===== src/rtl/multiplier_ct_taint_param.sv =====
// ---------------------------------------------------------------------------
// multiplier_ct_taint_param
//
// Constant-time shift-add unsigned multiplier with per-bit taint tracking.
// One multiplier bit is consumed per RUN cycle (LSB first), so every product
// takes exactly NUM_BITS RUN cycles no matter what the operands are.
//
// Build option:
//   TAINT_PRECISE_EN  defined   -> per-step, per-bit taint propagation
//                     undefined -> one sticky taint flag covering the whole
//                                  product (no per-step taint logic)
//
// Parameters:
//   NUM_BITS        operand width N (N >= 2); product width is 2N
//
// Ports:
//   clk             clock, rising edge
//   rst_n           synchronous reset, active-low
//   start           request, sampled only while idle
//   start_t         taint of start (control taint)
//   multiplier      operand A, captured on accept
//   multiplier_t    per-bit taint of A
//   multiplicand    operand B, captured on accept
//   multiplicand_t  per-bit taint of B
//   busy            high while running or presenting done
//   done            one-cycle pulse, product valid
//   done_t          taint of done/busy timing (start_t of that operation)
//   product         A*B, held until the next completion or reset
//   product_t       per-bit taint of product
// ---------------------------------------------------------------------------
//
// state  | meaning
// -------+--------------------------------------------------------------
// S_IDLE | waiting for start; operands captured on accept
// S_RUN  | NUM_BITS shift-add steps, one multiplier bit per cycle
// S_DONE | done pulse; results already loaded into the output registers
//
module multiplier_ct_taint_param #(
   parameter int NUM_BITS = 7
) (
   input  logic                    clk,
   input  logic                    rst_n,
   input  logic                    start,
   input  logic                    start_t,
   input  logic [NUM_BITS-1:0]     multiplier,
   input  logic [NUM_BITS-1:0]     multiplier_t,
   input  logic [NUM_BITS-1:0]     multiplicand,
   input  logic [NUM_BITS-1:0]     multiplicand_t,
   output logic                    busy,
   output logic                    done,
   output logic                    done_t,
   output logic [2*NUM_BITS-1:0]   product,
   output logic [2*NUM_BITS-1:0]   product_t
);

   localparam int P  = 2 * NUM_BITS;
   localparam int CW = $clog2(NUM_BITS);

   typedef enum logic [1:0] {
      S_IDLE = 2'd0,
      S_RUN  = 2'd1,
      S_DONE = 2'd2
   } state_t;

   state_t          state_q;
   state_t          state_d;

   logic [CW-1:0]   count_q;
   logic [NUM_BITS-1:0] a_q;
   logic [P-1:0]    mcand_q;
   logic [P-1:0]    acc_q;
   logic            st_q;
   logic [P-1:0]    product_q;
   logic [P-1:0]    product_t_q;
   logic            done_t_q;

   logic            last_step;
   logic [P-1:0]    pp;
   logic [P-1:0]    acc_nxt;

   assign last_step = (count_q == CW'(NUM_BITS - 1));

   // Partial product is always formed and always added, even when a[0]=0.
   assign pp      = mcand_q & {P{a_q[0]}};
   assign acc_nxt = acc_q + pp;

`ifdef TAINT_PRECISE_EN
   logic [NUM_BITS-1:0] a_t_q;
   logic [P-1:0]    mcand_t_q;
   logic [P-1:0]    acc_t_q;
   // Bits at or above the weight of the multiplier bit being consumed; a
   // tainted multiplier bit of weight 2^i cannot influence product bits < i.
   logic [P-1:0]    wmask_q;
   logic [P-1:0]    pp_t;
   logic [P-1:0]    sum_t;
   logic [P-1:0]    acc_t_nxt;

   assign pp_t  = ({P{a_t_q[0]}} & wmask_q) | (mcand_t_q & {P{a_q[0]}});
   assign sum_t = acc_t_q | pp_t;

   // Carries only move upward, so taint at bit k may reach any bit j >= k.
   always_comb begin
      logic run_t;
      acc_t_nxt = '0;
      run_t     = 1'b0;
      for (int j = 0; j < P; j++) begin
         run_t        = run_t | sum_t[j];
         acc_t_nxt[j] = run_t;
      end
   end
`else
   logic            any_t_q;
`endif

   always_ff @(posedge clk) begin
      if (!rst_n) begin
         state_q <= S_IDLE;
      end else begin
         state_q <= state_d;
      end
   end

   always_comb begin
      state_d = state_q;
      case (state_q)
         S_IDLE:  if (start) state_d = S_RUN;
         S_RUN:   if (last_step) state_d = S_DONE;
         S_DONE:  state_d = S_IDLE;
         default: state_d = S_IDLE;
      endcase
   end

   always_ff @(posedge clk) begin
      if (!rst_n) begin
         count_q     <= '0;
         a_q         <= '0;
         mcand_q     <= '0;
         acc_q       <= '0;
         st_q        <= 1'b0;
         product_q   <= '0;
         product_t_q <= '0;
         done_t_q    <= 1'b0;
`ifdef TAINT_PRECISE_EN
         a_t_q       <= '0;
         mcand_t_q   <= '0;
         acc_t_q     <= '0;
         wmask_q     <= '0;
`else
         any_t_q     <= 1'b0;
`endif
      end else begin
         case (state_q)
            S_IDLE: begin
               if (start) begin
                  count_q   <= '0;
                  a_q       <= multiplier;
                  mcand_q   <= {{NUM_BITS{1'b0}}, multiplicand};
                  acc_q     <= '0;
                  st_q      <= start_t;
`ifdef TAINT_PRECISE_EN
                  a_t_q     <= multiplier_t;
                  mcand_t_q <= {{NUM_BITS{1'b0}}, multiplicand_t};
                  acc_t_q   <= '0;
                  wmask_q   <= '1;
`else
                  any_t_q   <= (|multiplier_t) | (|multiplicand_t) | start_t;
`endif
               end
            end
            S_RUN: begin
               count_q   <= count_q + CW'(1);
               a_q       <= a_q >> 1;
               mcand_q   <= mcand_q << 1;
               acc_q     <= acc_nxt;
`ifdef TAINT_PRECISE_EN
               a_t_q     <= a_t_q >> 1;
               mcand_t_q <= mcand_t_q << 1;
               wmask_q   <= wmask_q << 1;
               acc_t_q   <= acc_t_nxt;
`endif
               if (last_step) begin
                  product_q   <= acc_nxt;
                  done_t_q    <= st_q;
`ifdef TAINT_PRECISE_EN
                  product_t_q <= acc_t_nxt;
`else
                  product_t_q <= {P{any_t_q}};
`endif
               end
            end
            default: ;
         endcase
      end
   end

   assign busy      = (state_q != S_IDLE);
   assign done      = (state_q == S_DONE);
   assign done_t    = done_t_q;
   assign product   = product_q;
   assign product_t = product_t_q;

endmodule


===== config.mk =====
export PLATFORM = sky130hd
export DESIGN_NAME = multiplier_ct_taint_param
export DESIGN_NICKNAME = d
export VERILOG_FILES = /design/src/rtl/multiplier_ct_taint_param.sv
export SDC_FILE = /design/constraint.sdc
export NUM_CORES = 1
export LEC_CHECK = 0
export BUFFER_PORTS_ARGS = -buffer_cell sky130_fd_sc_hd__buf_2
export CAP_MARGIN = 20
export CORE_ASPECT_RATIO = 0.7
export CORE_MARGIN = 2
export CORE_UTILIZATION = 40
export DETAILED_ROUTE_END_ITERATION = 10
export SYNTH_ARGS = -nofsm -noshare
export SYNTH_HDL_FRONTEND = slang
export SYNTH_SLANG_ARGS = --single-unit

===== constraint.sdc =====
create_clock -name clk -period 3.15 [get_ports clk]
set_clock_uncertainty 0.15 [all_clocks]
set_input_delay 0.315 -clock clk [delete_from_list [all_inputs] [get_ports clk]]
set_output_delay 0.315 -clock clk [all_outputs]
set_load 0.05 [all_outputs]

==> flow_summary.yaml, run 1 <==
logic_synthesis:
  synth.avg_cell_area_um2: 8.24
  syn-instance-count: 378
  netlist.area_leader.share_pct: 37.3
  ys_dominant_reg_cell: "sky130_fd_sc_hd__dfxtp_1"
  mappedNetlistNets: 426
  post_synth_instance_area_um2: 3110
  synthDistinctLibCells: 53
  synth_warnings: 0
  yosysSeqAreaShare_pct: 37.3
  yosysTopAreaCell: "sky130_fd_sc_hd__dfxtp_1"
  yosys-top-cells-area: "sky130_fd_sc_hd__dfxtp_1, sky130_fd_sc_hd__ha_1, sky130_fd_sc_hd__nand2_1"
  ys_seq_elements: 58
  synth_edf_count: 0
  synthArstFlopShare_pct: 0
final_layout:
  utilization_after_layout_pct: 48.5
  diodes: 0
  area_delta_synth_final_pct: 15.6
  drive_above_1_share_pct: 22.8
  nNetsFinal: 470
  most-common-layout-cells: "sky130_fd_sc_hd__buf_2, sky130_fd_sc_hd__dfxtp_1, sky130_fd_sc_hd__nand2_1"
  finalNonFillerCells: 524
  mostFrequentLayoutCell: "sky130_fd_sc_hd__buf_2"
clock_tree:
  cts-root-buf: "sky130_fd_sc_hd__clkbuf_8"
  cts_tree: "done"
  cts-hold-fix-buffers: 0
  cts_inserted_buffers: 9
  ctsResizeCount: 0
  ctsLongestPathBuffers: 2
  path_clk_slew_ns: 0.06
  clock_sinks: 58
  h_tree_levels: 3
  post-cts-setup-buffers: 0
  insertion_delay_ns: 0.34
floorplan:
  number_of_rows_in_the_core_area: 26
  dieArea_um2: 8520
  core_area_um2: 7420
  io_pins: 63
  die_h_um: 77.8
  initial_core_utilization_pct: 42.0
  floorplan.die.width_um: 109
grt:
  globalRouteOverflowTotal: 0
  vias_in_the_first_global_route: 2327
  grt_usage_pct: 18.0
  grt_first_pass_wirelength_um: 11800
  initial_antenna_violation_count: 0
  maximum_number_of_pins_on_one_net_before_global_route_repair: 31
run_status:
  status: "finished clean"
drt:
  drt_pass1_iterations: 4
  route.vias.total: 2761
  ant_nets: 0
  first_iter_violations: 195
  finalWirelength_um: 7390
  via_per_inst: 5.27
  remaining_drc_errors: 0
  detail_route.wl_per_cell_um: 14.1
power:
  p_clk_share_pct: 43.6
  irDropWorstVdd_mv: 0.260
  sequential_power_share_pct: 47.8
  power_density_nw_per_um2: 450
  switching_share_pct: 23.9
  static-leakage-power_uw: 0.00157
  cellInternalPower_uw: 1230
  power.net_switching_uw: 388
  power.share.combinational_pct: 8.6
job:
  cap_viol_max_count: 0
timing:
  final_report_hold_violation_count: 0
  timing.setup.tns_ns: 0
  tightestPinTransition_ns: 0.744
  fmaxAchievable_mhz: 365
  setup_viol_count_final: 0
  grt_setup_unrepaired: "no"
  min_period_over_period_pct: 87.0
  maxSlewHeadroom_pct: 50.4
  timing.final.max_slew_violations: 0
  minimum_clock_period_after_layout_ns: 2.74
critical_path:
  cp_slowest_cell: "sky130_fd_sc_hd__a2111oi_2"
  timing.critical_path.cells: "and2_1 > ha_1 > fa_1 > a21oi_1 > o211ai_2 > a2111oi_2 > o21ai_1 > a311oi_2"
  kind_of_start_point_of_the_critical_path: "flop"
  critPathMaxFanout: 15
  critical_path_required_ns: 3.25
  data_arrival_time_of_the_worst_path_ns: 2.84
  largest_stage_delay_on_the_critical_path_ns: 0.46
  reg2regPathDepth: 8
  critical_path_class: "flop to flop"
  worst_setup_path_end_kind: "flop"
placed_design:
  detailedPlacementHpwl_um: 5370
  io_buffer_count: 62
  gpl.final_weighted_congestion: 0.920
  dpl.cell_count: 509
worst_hold_path:
  timing.hold.worst.class: "input pin to flop"
  whs_path_depth: 3
-- per-layer routing --
metal,wire length (um),track usage [%]
met5,0,0
met4,53,5.32
met3,559,5.80
met2,2850,23.3
met1,3920,27.5
-- registers in the layout, indices dropped and copies added, names as in the netlist --
name / flops
state_q: 2
any_t_q: 1
st_q: 1
done_t: 1
product_t: 1
a_q: 7
product: 14
acc_q: 14
count_q: 3
mcand_q: 14
-- layout make-up --
cell class / count / area [um2]
Tap cell: 98 / 123
Inverter: 9 / 33.8
Multi-Input combinational cell: 277 / 1730
Fill cell: 729 / 3820
Sequential cell: 58 / 1160
Clock buffer: 13 / 169
Clock inverter: 2 / 35.0
Timing Repair Buffer: 67 / 348
-- stage by stage --
step           area (um2)  setup WS [ns]  hold WS [ns]  total power [uW]
5_1_grt              3600          0.206        0.0768              1690
2_1_floorplan        3110          0.758         0.279               882
6_report             3600          0.410        0.0709              1620
3_3_place_gp         3390          0.485         0.291               928
4_1_cts              3600          0.407        0.0571              1640
3_5_place_dp         3390          0.429         0.294               929
-- logic make-up after synthesis --
kind of cell / Yosys count / synth area share [%]
AO/OA/AOI/OAI: 103 / 24.4
XOR/XNOR: 7 / 1.97
adder cells (fa/ha/maj): 16 / 6.67
buffers and inverters: 43 / 7.23
flip-flops: 58 / 37.3
multiplexers: 1 / 0.322
AND/OR/NAND/NOR: 150 / 22.1
-- final timing paths --
kind | from | end | slack (ns)
worst max-delay path | a_q[0] | product[10] | 0.41
worst min-delay path | multiplicand[0] | mcand_q[0] | 0.07
worst max register to register | a_q[0] | product[10] | 0.41
worst min register to register | product[1] | product[1] | 0.30
-- power by group through the flow --
stage          logic (uW)  registers, uW  clock network [uW]
2_1_floorplan        99.0            783                   0
3_3_place_gp          138            790                   0
3_5_place_dp          139            790                   0
4_1_cts               140            774                 726
5_1_grt               156            777                 755
6_report              139            774                 706
-- Yosys cell counts (all sizes together) (4+ instances only) --
| master | number |
|---|---|
| a21o | 6 |
| a21oi | 23 |
| a22oi | 13 |
| a311oi | 14 |
| a32o | 5 |
| and2 | 14 |
| buf | 21 |
| clkbuf | 13 |
| dfxtp | 58 |
| ha | 15 |
| inv | 9 |
| nand2 | 48 |
| nand3 | 11 |
| nor2 | 47 |
| o21ai | 21 |
| or3 | 12 |
| xnor2 | 4 |
-- critical path, delay by kind of cell, from the launching register on --
family / cells / cell delay (ns)
AOI/OAI and AO/OA: 5 / 1.28
adders and majority gates: 2 / 0.62
and+or+nand+nor: 1 / 0.21
DFF: 1 / 0.41
(Power assumes the default switching activity.)
==> run 2, diff against run 1 <==
--- a/config.mk
+++ b/config.mk
@@ -5,6 +5,7 @@
 export SDC_FILE = /design/constraint.sdc
 export NUM_CORES = 1
 export LEC_CHECK = 0
+export ABC_AREA = 1
 export BUFFER_PORTS_ARGS = -buffer_cell sky130_fd_sc_hd__buf_2
 export CAP_MARGIN = 20
 export CORE_ASPECT_RATIO = 0.7
==> run 2 against run 1 <==
Against the previous run:
- clock power increased by 22%
- wire length increased by 7.3%
- sequential power increased by 1%
- utilization decreased by 1.0 points
- combinational power increased by 7%
- design area increased by 3.9%
- count of clock-buffer cells in the layout decreased by 2
- critical path depth increased by 3
- cell count increased by 20%
- power increased by 11%
- fmax increased by 18%
- critical path type unchanged
- critical endpoint is now acc_q[6]
==> flow_summary.yaml, run 2 <==
run_status:
  status: "finished clean"
clock_tree:
  cts_tree: "done"
  ctsLongestPathBuffers: 2
  cts-root-buf: "sky130_fd_sc_hd__clkbuf_16"
  ctsResizeCount: 0
  insertion_delay_ns: 0.33
  clock_sinks: 58
  post-cts-setup-buffers: 0
  cts_inserted_buffers: 9
  path_clk_slew_ns: 0.05
  h_tree_levels: 3
  cts-hold-fix-buffers: 0
timing:
  fmaxAchievable_mhz: 430
  timing.final.ws_setup_ns: 0.825
  tightestPinTransition_ns: 0.756
  timing.setup.tns_ns: 0
  timing.final.max_slew_violations: 0
  final_report_hold_violation_count: 0
  setup_viol_count_final: 0
  minimum_clock_period_after_layout_ns: 2.32
  grt_setup_unrepaired: "no"
  timing.hold.ws_ns: 0.0916
  min_period_over_period_pct: 73.8
  maxSlewHeadroom_pct: 49.5
critical_path:
  path_buf_inv: 1
  data_arrival_time_of_the_worst_path_ns: 2.36
  worst_setup_path_end_kind: "flop"
  critPathMaxFanout: 15
  kind_of_start_point_of_the_critical_path: "flop"
  largest_stage_delay_on_the_critical_path_ns: 0.44
  critical_path_required_ns: 3.19
  cp_slowest_cell: "sky130_fd_sc_hd__dfxtp_1"
  timing.critical_path.cells: "nand2_1 > inv_1 > ha_1 > fa_1 > nand3_1 > nand2_2 > nand2_1 > nand2_1 > or2_2 > nand3_1 > a21oi_1"
  critical-path-top-delay-family: "simple AND/OR/NAND/NOR gates"
  critical_path_class: "flop to flop"
  crit_path_frequent_cell: "sky130_fd_sc_hd__nand2_1"
drt:
  first_iter_violations: 149
  ant_nets: 0
  drt_pass1_iterations: 4
  via_per_inst: 4.82
  detail_route.wl_per_cell_um: 12.6
  route.vias.total: 3032
  finalWirelength_um: 7930
  remaining_drc_errors: 0
floorplan:
  initial_core_utilization_pct: 41.4
  die_h_um: 79.5
  number_of_rows_in_the_core_area: 27
  floorplan.die.width_um: 112
  dieArea_um2: 8890
  core_area_um2: 7870
  io_pins: 63
grt:
  grt_first_pass_wirelength_um: 12900
  grt_usage_pct: 18.7
  vias_in_the_first_global_route: 2788
  globalRouteOverflowTotal: 0
  initial_antenna_violation_count: 0
  maximum_number_of_pins_on_one_net_before_global_route_repair: 39
logic_synthesis:
  synth_warnings: 0
  synthArstFlopShare_pct: 0
  yosysTopAreaCell: "sky130_fd_sc_hd__dfxtp_1"
  mappedNetlistNets: 530
  synthDistinctLibCells: 30
  ys_seq_elements: 58
  yosys-top-cells-area: "sky130_fd_sc_hd__dfxtp_1, sky130_fd_sc_hd__nand2_1, sky130_fd_sc_hd__inv_1"
  post_synth_instance_area_um2: 3260
  synth_top_cells_by_count: "sky130_fd_sc_hd__nand2_1, sky130_fd_sc_hd__inv_1, sky130_fd_sc_hd__dfxtp_1"
  ys_dominant_reg_cell: "sky130_fd_sc_hd__dfxtp_1"
  synth_edf_count: 0
  yosysSeqAreaShare_pct: 35.7
  yosys.cell_count.top_type: "sky130_fd_sc_hd__nand2_1"
  synth.avg_cell_area_um2: 6.75
  syn-instance-count: 482
  netlist.area_leader.share_pct: 35.7
final_layout:
  finalNonFillerCells: 629
  area_delta_synth_final_pct: 14.8
  diodes: 0
  nNetsFinal: 573
  drive_above_1_share_pct: 16.9
  most-common-layout-cells: "sky130_fd_sc_hd__nand2_1, sky130_fd_sc_hd__buf_2, sky130_fd_sc_hd__inv_1"
  fill_cells: 825
  mostFrequentLayoutCell: "sky130_fd_sc_hd__nand2_1"
  multiInputGateArea_um2: 1620
  seq_area_um2: 1160
power:
  irDropWorstVdd_mv: 0.356
  power_density_nw_per_um2: 480
  static-leakage-power_uw: 0.00195
  report.power.total_uw: 1790
placed_design:
  io_buffer_count: 62
  gpl.final_weighted_congestion: 0.928
  detailedPlacementHpwl_um: 5810
  dpl.cell_count: 615
  placement.setup.worst_slack_ns: 0.839
job:
  cap_viol_max_count: 0
worst_hold_path:
  timing.hold.worst.class: "input pin to flop"
## run 2: changes by cell type after synthesis, moves of 13 or more
cell,delta
sky130_fd_sc_hd__nand2_1,+123
sky130_fd_sc_hd__nor2_1,-21
sky130_fd_sc_hd__a22oi_1,-13
sky130_fd_sc_hd__inv_1,+51
sky130_fd_sc_hd__and2_1,-14
sky130_fd_sc_hd__a21oi_1,+23
## run 2: area by class of cell
class | instances | area share [%]
clock buffers | 11 | 6.49
clock inverters | 3 | 0.469
inverters | 62 | 6.49
multi-input cells | 330 | 43.4
flip-flops and latches | 58 | 31.1
well taps | 101 | 3.38
repair buffers | 64 | 8.70
## run 2: cells by family after synthesis
| group | Yosys count | synth area share, % |
|---|---|---|
| adder cells (fa/ha/maj) | 16 | 6.38 |
| AND/OR/NAND/NOR | 231 | 29.2 |
| buffers and inverters | 94 | 14.5 |
| flip-flops | 58 | 35.7 |
| AO/OA/AOI/OAI | 76 | 12.3 |
| XOR/XNOR | 7 | 1.88 |
## run 2: report_power, final
group          total, uW  switching [uW]  internal [uW]  leakage (uW)
Combinational        149            99.8           49.5       0.00135
Clock                862             322            540      0.000127
Sequential           782            21.2            761      0.000472
## run 2: through the flow
| step | area, um2 | util (%) |
|---|---|---|
| 6_report | 3740 | 47.5 |
| 5_1_grt | 3740 | 47.5 |
| 4_1_cts | 3740 | 47.5 |
| 3_5_place_dp | 3480 | 44.2 |
| 3_3_place_gp | 3480 | 44.2 |
| 2_1_floorplan | 3260 | - |
## run 2: path summary, 6_finish.rpt
kind,cells after the start,start,endpoint,slack (ns)
worst max-delay path,11,a_q[0],acc_q[6],0.83
worst min-delay path,3,multiplicand[0],mcand_q[0],0.09
worst max register to register,11,a_q[0],acc_q[6],0.83
worst min register to register,2,product[7],product[7],0.31
## run 2: routing by layer
layer  vias to the layer above  global-route usage (%)  part of all wire, %
met5                         -                       0                    0
met4                         0                    5.43                  1.1
met3                         9                    6.99                  6.4
met2                        80                    28.8                   43
met1                      1349                    24.5                   49
li1                       1594                       -                    -
## run 2: tightest hold or removal path, cell delays in order
cell and delay [ns]:
sky130_fd_sc_hd__buf_2 0.10, sky130_fd_sc_hd__nand2_1 0.05, sky130_fd_sc_hd__a21oi_1 0.05
